<file path="src/rtl/sdrc_chk_pkg.sv">
`default_nettype none
// ============================================================================
// Module   : sdrc_chk_pkg
// Brief    : Shared types and helpers for the SDRAM address-map checker:
//            command enum, queued request entry, column-width helpers.
// Revision : 1.0 - initial release
// ============================================================================
package sdrc_chk_pkg;

    // Entry field widths; the row field is always 13 bits because the
    // app-address row slice is addr[C+14:C+2] regardless of column width.
    localparam int c_ROW_W  = 13;
    localparam int c_BANK_W = 2;
    localparam int c_COL_W  = 11;
    localparam int c_LEN_W  = 9;
    localparam int c_CB_W   = 2;

    typedef enum logic [2:0] {
        CMD_NOP = 3'd0,
        CMD_ACT = 3'd1,
        CMD_RD  = 3'd2,
        CMD_WR  = 3'd3,
        CMD_PRE = 3'd4
    } cmd_e;

    typedef struct packed {
        logic [c_ROW_W-1:0]  row;
        logic [c_BANK_W-1:0] bank;
        logic [c_COL_W-1:0]  col;
        logic                wr;
        logic [c_LEN_W-1:0]  len;
        logic [c_CB_W-1:0]   colbits;
    } req_ent_t;

    // Number of column bits selected by the 2-bit configuration code.
    function automatic logic [3:0] col_width(input logic [c_CB_W-1:0] colbits);
        return 4'd8 + {2'b00, colbits};
    endfunction

    // Mask keeping only the active column bits for a configuration code.
    function automatic logic [c_COL_W-1:0] col_mask(input logic [c_CB_W-1:0] colbits);
        logic [c_COL_W-1:0] m;
        case (colbits)
            2'b00:   m = 11'h0FF;
            2'b01:   m = 11'h1FF;
            2'b10:   m = 11'h3FF;
            default: m = 11'h7FF;
        endcase
        return m;
    endfunction

endpackage
`default_nettype wire

</file>
<file path="src/rtl/sdrc_chk_fifo.sv">
`default_nettype none
// ============================================================================
// Module   : sdrc_chk_fifo
// Brief    : DEPTH-entry synchronous FIFO of decoded request entries with
//            first-word fall-through head, full/empty flags and occupancy.
//            The caller guarantees no push when full without a pop and no
//            pop when empty.
// Revision : 1.0 - initial release
// ============================================================================
module sdrc_chk_fifo
    import sdrc_chk_pkg::*;
#(
    parameter int DEPTH = 8
) (
    input  logic                   clk,
    input  logic                   rst,
    input  logic                   i_push,
    input  req_ent_t               i_data,
    input  logic                   i_pop,
    output req_ent_t               o_head,
    output logic                   o_full,
    output logic                   o_empty,
    output logic [$clog2(DEPTH):0] o_level
);

    localparam int c_PTR_W = $clog2(DEPTH);
    localparam logic [c_PTR_W:0] c_FULL_LVL = (c_PTR_W+1)'(DEPTH);

    req_ent_t             r_mem [DEPTH];
    logic [c_PTR_W-1:0]   r_wr_ptr;
    logic [c_PTR_W-1:0]   r_rd_ptr;
    logic [c_PTR_W:0]     r_level;

    // Storage array; contents need no reset since occupancy gates their use.
    always_ff @(posedge clk) begin
        if (i_push) begin
            r_mem[r_wr_ptr] <= i_data;
        end
    end

    // Pointers and occupancy; pointers wrap naturally as DEPTH is a power of 2.
    always_ff @(posedge clk or posedge rst) begin
        if (rst) begin
            r_wr_ptr <= '0;
            r_rd_ptr <= '0;
            r_level  <= '0;
        end else begin
            if (i_push) begin
                r_wr_ptr <= r_wr_ptr + 1'b1;
            end
            if (i_pop) begin
                r_rd_ptr <= r_rd_ptr + 1'b1;
            end
            case ({i_push, i_pop})
                2'b10:   r_level <= r_level + 1'b1;
                2'b01:   r_level <= r_level - 1'b1;
                default: r_level <= r_level;
            endcase
        end
    end

    assign o_head  = r_mem[r_rd_ptr];
    assign o_full  = (r_level == c_FULL_LVL);
    assign o_empty = (r_level == '0);
    assign o_level = r_level;

endmodule
`default_nettype wire

</file>
<file path="config.mk">
export PLATFORM = sky130hd
export DESIGN_NAME = sdrc_chk_fifo
export DESIGN_NICKNAME = d
export VERILOG_FILES = /design/src/rtl/sdrc_chk_pkg.sv /design/src/rtl/sdrc_chk_fifo.sv
export SDC_FILE = /design/constraint.sdc
export NUM_CORES = 1
export LEC_CHECK = 0
export BUFFER_PORTS_ARGS = -buffer_cell sky130_fd_sc_hd__buf_2
export CAP_MARGIN = 20
export CORE_AREA = 4 4 180 182
export CTS_CLUSTER_SIZE = 20
export DETAILED_ROUTE_END_ITERATION = 10
export DIE_AREA = 0 0 184 186
export GPL_ROUTABILITY_DRIVEN = 0
export HOLD_SLACK_MARGIN = 0.08
export SLEW_MARGIN = 20
export SYNTH_ARGS = -nofsm -noshare
export SYNTH_HDL_FRONTEND = slang
export SYNTH_SLANG_ARGS = --single-unit
</file>
<file path="constraint.sdc">
create_clock -name clk -period 3.67 [get_ports clk]
set_input_delay 0.5505 -clock clk [delete_from_list [all_inputs] [get_ports clk]]
set_output_delay 0.5505 -clock clk [all_outputs]
set_load 0.01 [all_outputs]
</file>
After elaboration in Yosys (flattened, before gate mapping) --
Memories as Yosys holds them, arrays and structs flattened. Index checks and enable logic that the tools add are counted. W data, S select, Z words.
Storage, ports and cells: input port bits 42, flip-flop bits (word level) 10, memory bits (writable) 304, memories 1, logic and storage cells 16
Cells by class: reductions and logical operators 2, multiplexer cells 3, add/subtract/negate cells 4, equality and inequality tests 3
Memory list:
- r_mem | words 8, width 38, rd ports 1, clocked after memory_dff 0, write ports 1, line sdrc_chk_fifo.sv:29 | req_ent_t r_mem [DEPTH];
Operator list (number):
- $pmux W4 S2 | 1
- $add A3 B1 Y3 const B | 2
- $add A4 B1 Y4 const B | 1
- $eq A4 B4 Y1 const B | 1
- $logic_not A4 Y1 | 1
- $sub A4 B1 Y4 const B | 1
- $eq A2 B1 Y1 const B | 1
- $eq A2 B2 Y1 const B | 1
- $mux W1 | 2
- $reduce_bool A2 Y1 | 1

Logic depth before layout (Yosys ltp) --
Gate-level depths: netlist of the first run.
word-level depth 2, depth in mapped cells 7, depth with buffers taken out 7

Least setup slack after synthesis of the first run --
No wires, ideal clock.
path kind input to register, start point in i_push, end point mem r_mem[0][0] (netlist bit) (enable), arrival 3254 ps, path slack -64 ps, path buffers 0, stages 2, cell sequence nand2b_1 nor3_1
Between the ends: cells in the longest elaborated chain, start to end 2
RTL lines:
- start, declared | line sdrc_chk_fifo.sv:17 | input logic i_push,
- $mux W1 | line sdrc_chk_fifo.sv:36 | if (i_push) begin
- $mux W1 (not written as such) | line sdrc_chk_fifo.sv:37 | r_mem[r_wr_ptr] <= i_data;
- end, declared | line sdrc_chk_fifo.sv:29
Every way passes these cells.

==> results.json, run 1 <==
{
  "r2r-start": "r_wr_ptr[0]",
  "power_density_nw_per_um2": 814,
  "switching_share_pct": 28.2,
  "initial_core_util_pct": 39.9,
  "clockBufferDepth": 3,
  "multi_input_area_um2": 2690,
  "max_slew.worst_pin.slew_ns": 0.900,
  "antenna_found_initial": 2,
  "regArea_um2": 9390,
  "synth.area.mux_share_pct": 19.1,
  "final_nets": 661,
  "post-route-period-util_pct": 86.3,
  "hp-start": "i_data[9]",
  "r2r_cells": 3,
  "n_antenna_cell": 0,
  "rows": 64,
  "fin_setup_tns_ns": 0,
  "synth_compound_area_share_pct": 0.379,
  "hold_class": "in2reg",
  "drive_above_1_share_pct": 41.6,
  "syn-num-nets": 548,
  "wl_um": 23900,
  "r2r_slack_ns": 1.68,
  "grt_pass1_wl_um": 36600,
  "dpl_cell_area_um2": 13200,
  "clock_latency_ns": 0.51,
  "cp_max_fo": 23,
  "finClkSkew_ns": 0.00624,
  "final_area_um2": 14400,
  "synth-simple-area-share_pct": 1.03,
  "synth_top_family_by_area": "multiplexers",
  "die_h_um": 186,
  "syn2layout_area_growth_pct": 17.9,
  "synth_ff_type": "edfxtp_1",
  "cpPeakStageDelay_ns": 0.75,
  "p_leak_nw": 4.82,
  "yosysSeqAreaShare_pct": 76.9,
  "hold_violations": 0,
  "drt_iter0_drc": 285,
  "cts_sinks": 314,
  "slew_headroom_pct": 40.0,
  "fillers": 2529,
  "intPower_w": 0.00841,
  "post-place-ws_ns": 0.949,
  "critPathLaunchType": "flop",
  "maxCapViolations": 0,
  "clk_root_buffer_cell": "clkbuf_16",
  "p_comb_share_pct": 28.2,
  "synthXorXnorAreaFrac_pct": 0.503,
  "cp_slowest_cell": "dfrtp_4",
  "first_pass_iters": 5,
  "p_sw_w": 0.00330,
  "die_area_um2": 34200,
  "arrival_ns": 2.62,
  "final_cells": 1035,
  "critPathCaptureType": "output pin",
  "io_pins": 86,
  "critical_path_class": "reg2out",
  "io_buffers": 85,
  "slew_viol_final": 0,
  "final_common_cell": "edfxtp_1",
  "core-area_um2": 30600,
  "synthArstFlopShare_pct": 3.18,
  "cts-buffers-inserted": 35,
  "grt_max_degree": 55,
  "post-route-util_pct": 47.0,
  "remaining_drc_errors": 0,
  "period_minus_slack_ns": 3.17,
  "finalSetupViolCount": 0,
  "setup_slack_ns": 0.501,
  "crit_chain": "buf_4 -> mux4_2 -> mux2_2 -> buf_2",
  "synthesis.yosys.warnings": 0,
  "status": "complete, no violations",
  "clk_pin_slew_ns": 0.06,
  "ys_types": 33,
  "power_frac_clock_pct": 29.3,
  "vias_per_cell": 5.24,
  "vdd_drop_max_v": 0.000341,
  "syn-cell-area_um2": 12200,
  "syn_inst": 501,
  "first_global_vias": 5961,
  "synth_seq_cells": 314,
  "cp_data_required_time_ns": 3.12,
  "rsz0062_at_grt": "false",
  "synth_edf_count": 304,
  "cts_max_level": 2,
  "seqPwrFrac_pct": 42.5,
  "synth_adder_area_share_pct": 0.513,
  "min_path_cells": 1,
  "vias": 5419,
  "max_freq_ghz": 0.316,
  "dp_hpwl_um": 13500,
  "grt_usage_pct": 14.2,
  "critPathLaunch": "r_rd_ptr[0]",
  "ant_nets": 0,
  "die_w_um": 184,
  "layout_common_cells": "edfxtp_1, buf_2, mux4_2, clkbuf_16, mux2_4",
  "timing.rr.end": "r_mem[6][0]",
  "avgRoutedWirePerCell_um": 23.1,
  "synth.avg_cell_area_um2": 24.4,
  "globalRouteOverflowTotal": 0,
  "dp.cells": 972,
  "endpoint": "o_head[36]",
  "tritoncts": "yes"
}
-- final cells by class --
type | instances | share of cell area, %
clock inverter | 19 | 1.48
multi-input combinational | 159 | 18.7
clock buffer | 43 | 6.44
timing repair buffer | 100 | 4.54
sequential | 314 | 65.3
inverter | 4 | 0.104
tap | 396 | 3.44
-- kinds of logic after synthesis --
logic type      after synthesis
buf+inv                      28
xor+xnor                      7
mux                         118
flops                       314
simple gates                 23
compound gates                6
fa+ha+maj                     5
-- Yosys cell counts (2+ instances only) --
cell type	instances	area, um^2
mux2_4	27	405
inv_1	4	15.0
xnor2_1	4	35.0
nand2b_1	3	18.8
buf_12	4	80.1
ha_1	5	62.6
mux4_1	12	315
xor2_1	3	26.3
nand2_1	4	15.0
dfrtp_1	10	250
nor2_1	7	26.3
mux2_2	14	158
clkbuf_4	2	15.0
buf_2	9	45.0
mux4_2	64	1440
nor3_1	2	10.0
clkbuf_1	8	30.0
edfxtp_1	304	9130
-- critical path: cells and delay by family, from the launching register on --
kind,cells,cell delay (ns)
multiplexers,2,0.84
buffers and inverters,2,0.53
flip-flops,1,0.75
-- metrics by stage --
step	power [W]	hold WS, ns
6_report	0.0117	0.309
5_1_grt	0.0123	0.304
4_1_cts	0.0119	0.287
3_5_place_dp	0.00846	0.513
3_3_place_gp	0.00837	0.496
2_1_floorplan	0.00729	0.391
-- power by group through the flow --
stage | Sequential (W) | Combinational, W | Clock (W)
floorplan | 0.00473 | 0.00256 | 0
global placement | 0.00502 | 0.00335 | 0
detailed placement | 0.00507 | 0.00339 | 0
CTS | 0.00500 | 0.00340 | 0.00352
global route | 0.00505 | 0.00358 | 0.00369
finish | 0.00498 | 0.00330 | 0.00343
-- worst min-delay path by stage --
stage	end	slack, ns
2_1_floorplan	o_level[0]	0.39
3_3_place_gp	r_wr_ptr[0]	0.50
3_5_place_dp	r_wr_ptr[0]	0.51
4_1_cts	r_mem[0][15]	0.29
5_1_grt	r_mem[7][9]	0.30
6_report	r_mem[7][9]	0.31
-- registers in the layout (all words and copies together) (netlist names) --
register and count:
o_level 4, r_rd_ptr 3, r_mem 304, r_wr_ptr 3
-- timing repair --
item | CTS | global route
hold endpoints to repair | 10 | 0
hold buffers | 1 | 0
buffers inserted | 0 | 0
resized for setup | 0 | 0
-- per-layer routing --
| layer | routed length [um] | global-route usage (%) | vias up |
|---|---|---|---|
| li1 | - | - | 2364 |
| met1 | 10000 | 18.4 | 2889 |
| met2 | 12200 | 24.7 | 121 |
| met3 | 1230 | 3.30 | 41 |
| met4 | 419 | 3.28 | 4 |
| met5 | 29 | 0 | - |
Power figures use the tool's default switching activity.
==> run 2: changes to the inputs <==
PLACE_DENSITY = 0.62   (was default)
RECOVER_POWER = 100   (was default)
==> run 2 against run 1 <==
  * The flow now finishes with violations (max-capacitance violations, max-slew violations)
  * Design area shrank 2.1%
  * Power shrank 3.6%
  * Largest power group unchanged
  * Die area is the same
  * Count of clock-buffer cells in the layout shrank 9
  * Critical path depth is the same
  * Non-clock buffer count grew 1
  * Critical path type unchanged
  * Sequential power shrank 0.8%
  * First-iteration DRC count grew 29%
  * Final cell count shrank 0.48%
  * Clock skew grew 0.0096 ns
  * Register-to-register slack lost 1.2 ns
==> results.json, run 2 (synthesized netlist as in run 1, its figures left out) <==
{
  "critical_path_class": "reg2out",
  "clk_root_buffer_cell": "clkbuf_16",
  "p_comb_share_pct": 28.0,
  "rsz0062_at_grt": "false",
  "core-area_um2": 30600,
  "initial_core_util_pct": 39.9,
  "p_leak_nw": 4.54,
  "top_register": "r_mem",
  "cp_data_required_time_ns": 3.12,
  "switching_share_pct": 28.1,
  "clock_latency_ns": 0.55,
  "critPathCaptureType": "output pin",
  "r2r_slack_ns": 0.46,
  "io_pins": 86,
  "clockBufferDepth": 3,
  "die_area_um2": 34200,
  "slew_headroom_pct": -37.2,
  "avgRoutedWirePerCell_um": 22.3,
  "antenna_found_initial": 2,
  "p_sw_w": 0.00317,
  "slew_viol_final": 57,
  "grt_usage_pct": 13.5,
  "critPathLaunch": "r_rd_ptr[0]",
  "cts_setup_buffers": 0,
  "post-route-period-util_pct": 88.5,
  "layout_common_cells": "edfxtp_1, clkbuf_1, mux4_2, clkbuf_16, mux2_4",
  "final_common_cell": "edfxtp_1",
  "dp_hpwl_um": 12900,
  "maxCapViolations": 3,
  "power_frac_clock_pct": 28.3,
  "grt_max_degree": 47,
  "ant_nets": 0,
  "finClkSkew_ns": 0.0159,
  "critPathLaunchType": "flop",
  "tritoncts": "yes",
  "drt_iter0_drc": 369,
  "clk_pin_slew_ns": 0.06,
  "cp_max_fo": 34,
  "die_w_um": 184,
  "hold_class": "in2reg",
  "top_layer_used": "met5",
  "cts-buffers-inserted": 31,
  "finalSetupViolCount": 0,
  "die_h_um": 186,
  "globalRouteOverflowTotal": 0,
  "regArea_um2": 9390,
  "remaining_drc_errors": 0,
  "r2r-start": "r_wr_ptr[2]",
  "status": "finished, violations left",
  "max_freq_ghz": 0.308,
  "grt_pass1_wl_um": 35000,
  "fillers": 2551,
  "first_pass_iters": 4,
  "io_buffers": 85,
  "power_density_nw_per_um2": 802,
  "intPower_w": 0.00812,
  "drive_above_1_share_pct": 28.0,
  "violations": "max-capacitance violations, max-slew violations",
  "hold_violations": 0,
  "vias": 5372,
  "cts_resized": 0,
  "hold-worst-slack_ns": 0.305,
  "wl_met2_um": 11600,
  "multi_input_area_um2": 2660,
  "arrival_ns": 2.70,
  "period_minus_slack_ns": 3.25,
  "cts_sinks": 314,
  "rows": 64,
  "hp-start": "i_pop",
  "fin_setup_tns_ns": 0,
  "vdd_drop_max_v": 0.000400,
  "max_slew.worst_pin.slew_ns": 2.05,
  "cts_max_level": 1,
  "syn2layout_area_growth_pct": 15.5,
  "first_global_vias": 5774,
  "largest_reg_flops": 304,
  "met3_wirelength_um": 1050,
  "final_nets": 658,
  "vias_per_cell": 5.22,
  "cts_hold_buf": 1,
  "wl_met1_um": 9800,
  "seqPwrFrac_pct": 43.7,
  "wl_um": 23000
}
-- run 2: cell count changes in the layout (fill, tap and decap cells not counted), sizes merged --
cell	change
buf	-81
clkbuf	+73
bufinv	+2
diode	+2
clkinvlp	-1
-- run 2: area by class of cell --
type,instances,share of cell area [%]
Multi-Input combinational cell,159,18.9
Antenna cell,2,0.0355
Sequential cell,314,66.6
Inverter,4,0.107
Timing Repair Buffer,101,3.44
Clock buffer,34,5.59
Tap cell,396,3.52
Clock inverter,20,1.79
-- run 2: layer usage --
| layer | GRT usage (%) | vias to the layer above |
|---|---|---|
| met2 | 23.0 | 123 |
| met1 | 18.1 | 2844 |
| met4 | 3.49 | 2 |
| met5 | 0 | - |
| met3 | 2.54 | 45 |
| li1 | - | 2358 |
-- run 2: path summary, 6_finish.rpt --
check	end	cells past startpoint
worst max register to register	r_mem[3][29]	3
max in group asynchronous	r_rd_ptr[0]	3
worst max-delay path	o_head[6]	4
worst min register to register	r_wr_ptr[0]	1
worst min-delay path	r_rd_ptr[0]	2
min in group asynchronous	r_rd_ptr[1]	3
-- run 2: power groups by stage --
| stage | logic [W] | clock network [W] | registers, W |
|---|---|---|---|
| 6_report | 0.00316 | 0.00320 | 0.00494 |
| 5_1_grt | 0.00344 | 0.00345 | 0.00501 |
| 4_1_cts | 0.00341 | 0.00328 | 0.00494 |
| 3_5_place_dp | 0.00340 | 0 | 0.00501 |
| 3_3_place_gp | 0.00336 | 0 | 0.00497 |
| 2_1_floorplan | 0.00256 | 0 | 0.00473 |
-- run 2: through the flow --
stage | instances | total power [W] | utilization [%] | cell area (um^2) | setup WS, ns
after floorplan | 501 | 0.00729 | - | 12200 | 0.954
after global placement | 973 | 0.00833 | 43.1 | 13200 | 0.981
after detailed placement | 973 | 0.00841 | 43.1 | 13200 | 0.930
after CTS | 1028 | 0.0116 | 46.5 | 14200 | 0.355
after global routing | 1029 | 0.0119 | 46.0 | 14100 | 0.228
final | 1030 | 0.0113 | 46.0 | 14100 | 0.422
-- run 2: worst max-delay path, cell delays in order (launching register included) --
cell and delay (ns):
dfrtp_4 0.75, buf_12 0.34, mux4_2 0.54, mux2_1 0.35, buf_2 0.16
==> run 3: changes to the inputs <==
CELL_PAD_IN_SITES_DETAIL_PLACEMENT = 1   (was default)
CELL_PAD_IN_SITES_GLOBAL_PLACEMENT = 2   (was default)
PLACE_DENSITY = 0.74   (was 0.62)
==> run 3 against run 2 <==
  * The run still ends with max-capacitance violations, max-slew violations left
  * Via count rose by 1.6%
  * Critical path depth fell by 1
  * Design area is 0.18% lower
  * Power grew 0.50%
  * Worst setup slack improved by 0.024 ns
  * Clock power about the same
  * Critical path type is now reg2reg
  * Largest power group unchanged
==> results.json, run 3 (synthesized netlist as in run 1, its figures left out) <==
{
  "status": "finished, violations left",
  "violations": "max-capacitance violations, max-slew violations",
  "finalSetupViolCount": 0,
  "vias_per_cell": 5.25,
  "post-route-util_pct": 46.0,
  "rsz0062_at_grt": "false",
  "post-route-period-util_pct": 87.8,
  "core-area_um2": 30600,
  "final_common_cell": "edfxtp_1",
  "clk_pin_slew_ns": 0.06,
  "cts_max_level": 2,
  "critPathCaptureType": "flop",
  "final_cells": 1040,
  "post-place-ws_ns": 0.993,
  "die_area_um2": 34200,
  "hold_violations": 0,
  "cts_resized": 0,
  "clk_root_buffer_cell": "clkbuf_16",
  "cts_sinks": 314,
  "regArea_um2": 9390,
  "rows": 64,
  "n_antenna_cell": 0,
  "cts-buffers-inserted": 35,
  "vdd_drop_max_v": 0.000441,
  "drive_above_1_share_pct": 26.7,
  "die_w_um": 184,
  "grt_pass1_wl_um": 38100,
  "power_density_nw_per_um2": 807,
  "final_nets": 668,
  "slew_headroom_pct": -40.8,
  "arrival_ns": 3.35,
  "globalRouteOverflowTotal": 0,
  "drt_iter0_drc": 366,
  "clockBufferDepth": 3,
  "critPathLaunchType": "flop",
  "multi_input_area_um2": 2610,
  "io_buffers": 85,
  "first_global_vias": 6098,
  "finClkSkew_ns": 0.0149,
  "ant_nets": 0,
  "clock_latency_ns": 0.50,
  "max_slew.worst_pin.slew_ns": 2.10,
  "grt_usage_pct": 14.8,
  "slew_viol_final": 154,
  "tritoncts": "yes",
  "p_leak_nw": 4.54,
  "fillers": 2813,
  "dp.cells": 979,
  "maxCapViolations": 8,
  "dp_hpwl_um": 14900,
  "vias": 5460,
  "remaining_drc_errors": 0,
  "top_register": "r_mem",
  "antenna_found_initial": 2,
  "wl_um": 25300,
  "avgRoutedWirePerCell_um": 24.3,
  "setup_slack_ns": 0.446,
  "grt_max_degree": 43,
  "initial_core_util_pct": 39.9,
  "largest_reg_flops": 304,
  "io_pins": 86,
  "layout_common_cells": "edfxtp_1, clkbuf_1, mux4_2, clkbuf_16, mux2_4",
  "syn2layout_area_growth_pct": 15.2,
  "cp_data_required_time_ns": 3.80,
  "fin_setup_tns_ns": 0,
  "hold_class": "in2reg",
  "cp_max_fo": 17,
  "critical_path_class": "reg2reg",
  "first_pass_iters": 5,
  "max_freq_ghz": 0.310,
  "period_minus_slack_ns": 3.22,
  "die_h_um": 186
}
-- run 3: layout make-up --
type	instances	area share [%]
Sequential cell	314	66.8
Tap cell	396	3.52
Timing Repair Buffer	107	3.58
Clock buffer	41	6.39
Clock inverter	19	1.05
Multi-Input combinational cell	159	18.6
Inverter	4	0.107
-- run 3: path summary, 6_finish.rpt --
path,slack [ns],cells past startpoint,startpoint,end
min reg2reg,0.52,1,r_wr_ptr[0],r_wr_ptr[0]
max in group asynchronous,2.74,3,rst,r_rd_ptr[0]
min,0.36,2,i_pop,r_rd_ptr[0]
min in group asynchronous,0.59,3,rst,o_level[3]
max reg2reg,0.45,3,r_wr_ptr[2],r_mem[3][3]
max,0.45,3,r_wr_ptr[2],r_mem[3][3]
-- run 3: what timing repair did --
action | CTS | global route
hold buffers | 1 | 0
endpoints found under the hold margin | 10 | 0
setup buffers | 0 | 0
-- run 3: power by group --
part / internal (W) / switching, W
Sequential: 0.00453 / 0.000396
Combinational: 0.00164 / 0.00156
Clock: 0.00189 / 0.00133
-- run 3: metrics by stage --
step,hold WS [ns],total power [W],instance area [um^2]
5_1_grt,0.349,0.0119,14100
4_1_cts,0.305,0.0117,14300
3_5_place_dp,0.514,0.00850,13200
3_3_place_gp,0.501,0.00838,13200
2_1_floorplan,0.391,0.00729,12200
6_report,0.361,0.0113,14100
-- run 3: worst max-delay path, cell delays in order (launching register included) --
cell	delay [ns]
dfrtp_1	0.44
nand2b_1	0.20
nor2_1	1.55
clkbuf_2	0.65
-- run 3: per-layer routing --
metal / track usage, % / wire length (um) / vias up
met4: 3.46 / 396 / 4
met3: 2.99 / 1250 / 37
met2: 24.6 / 12500 / 133
li1: - / - / 2369
met5: 0 / 14 / -
met1: 20.4 / 11100 / 2917
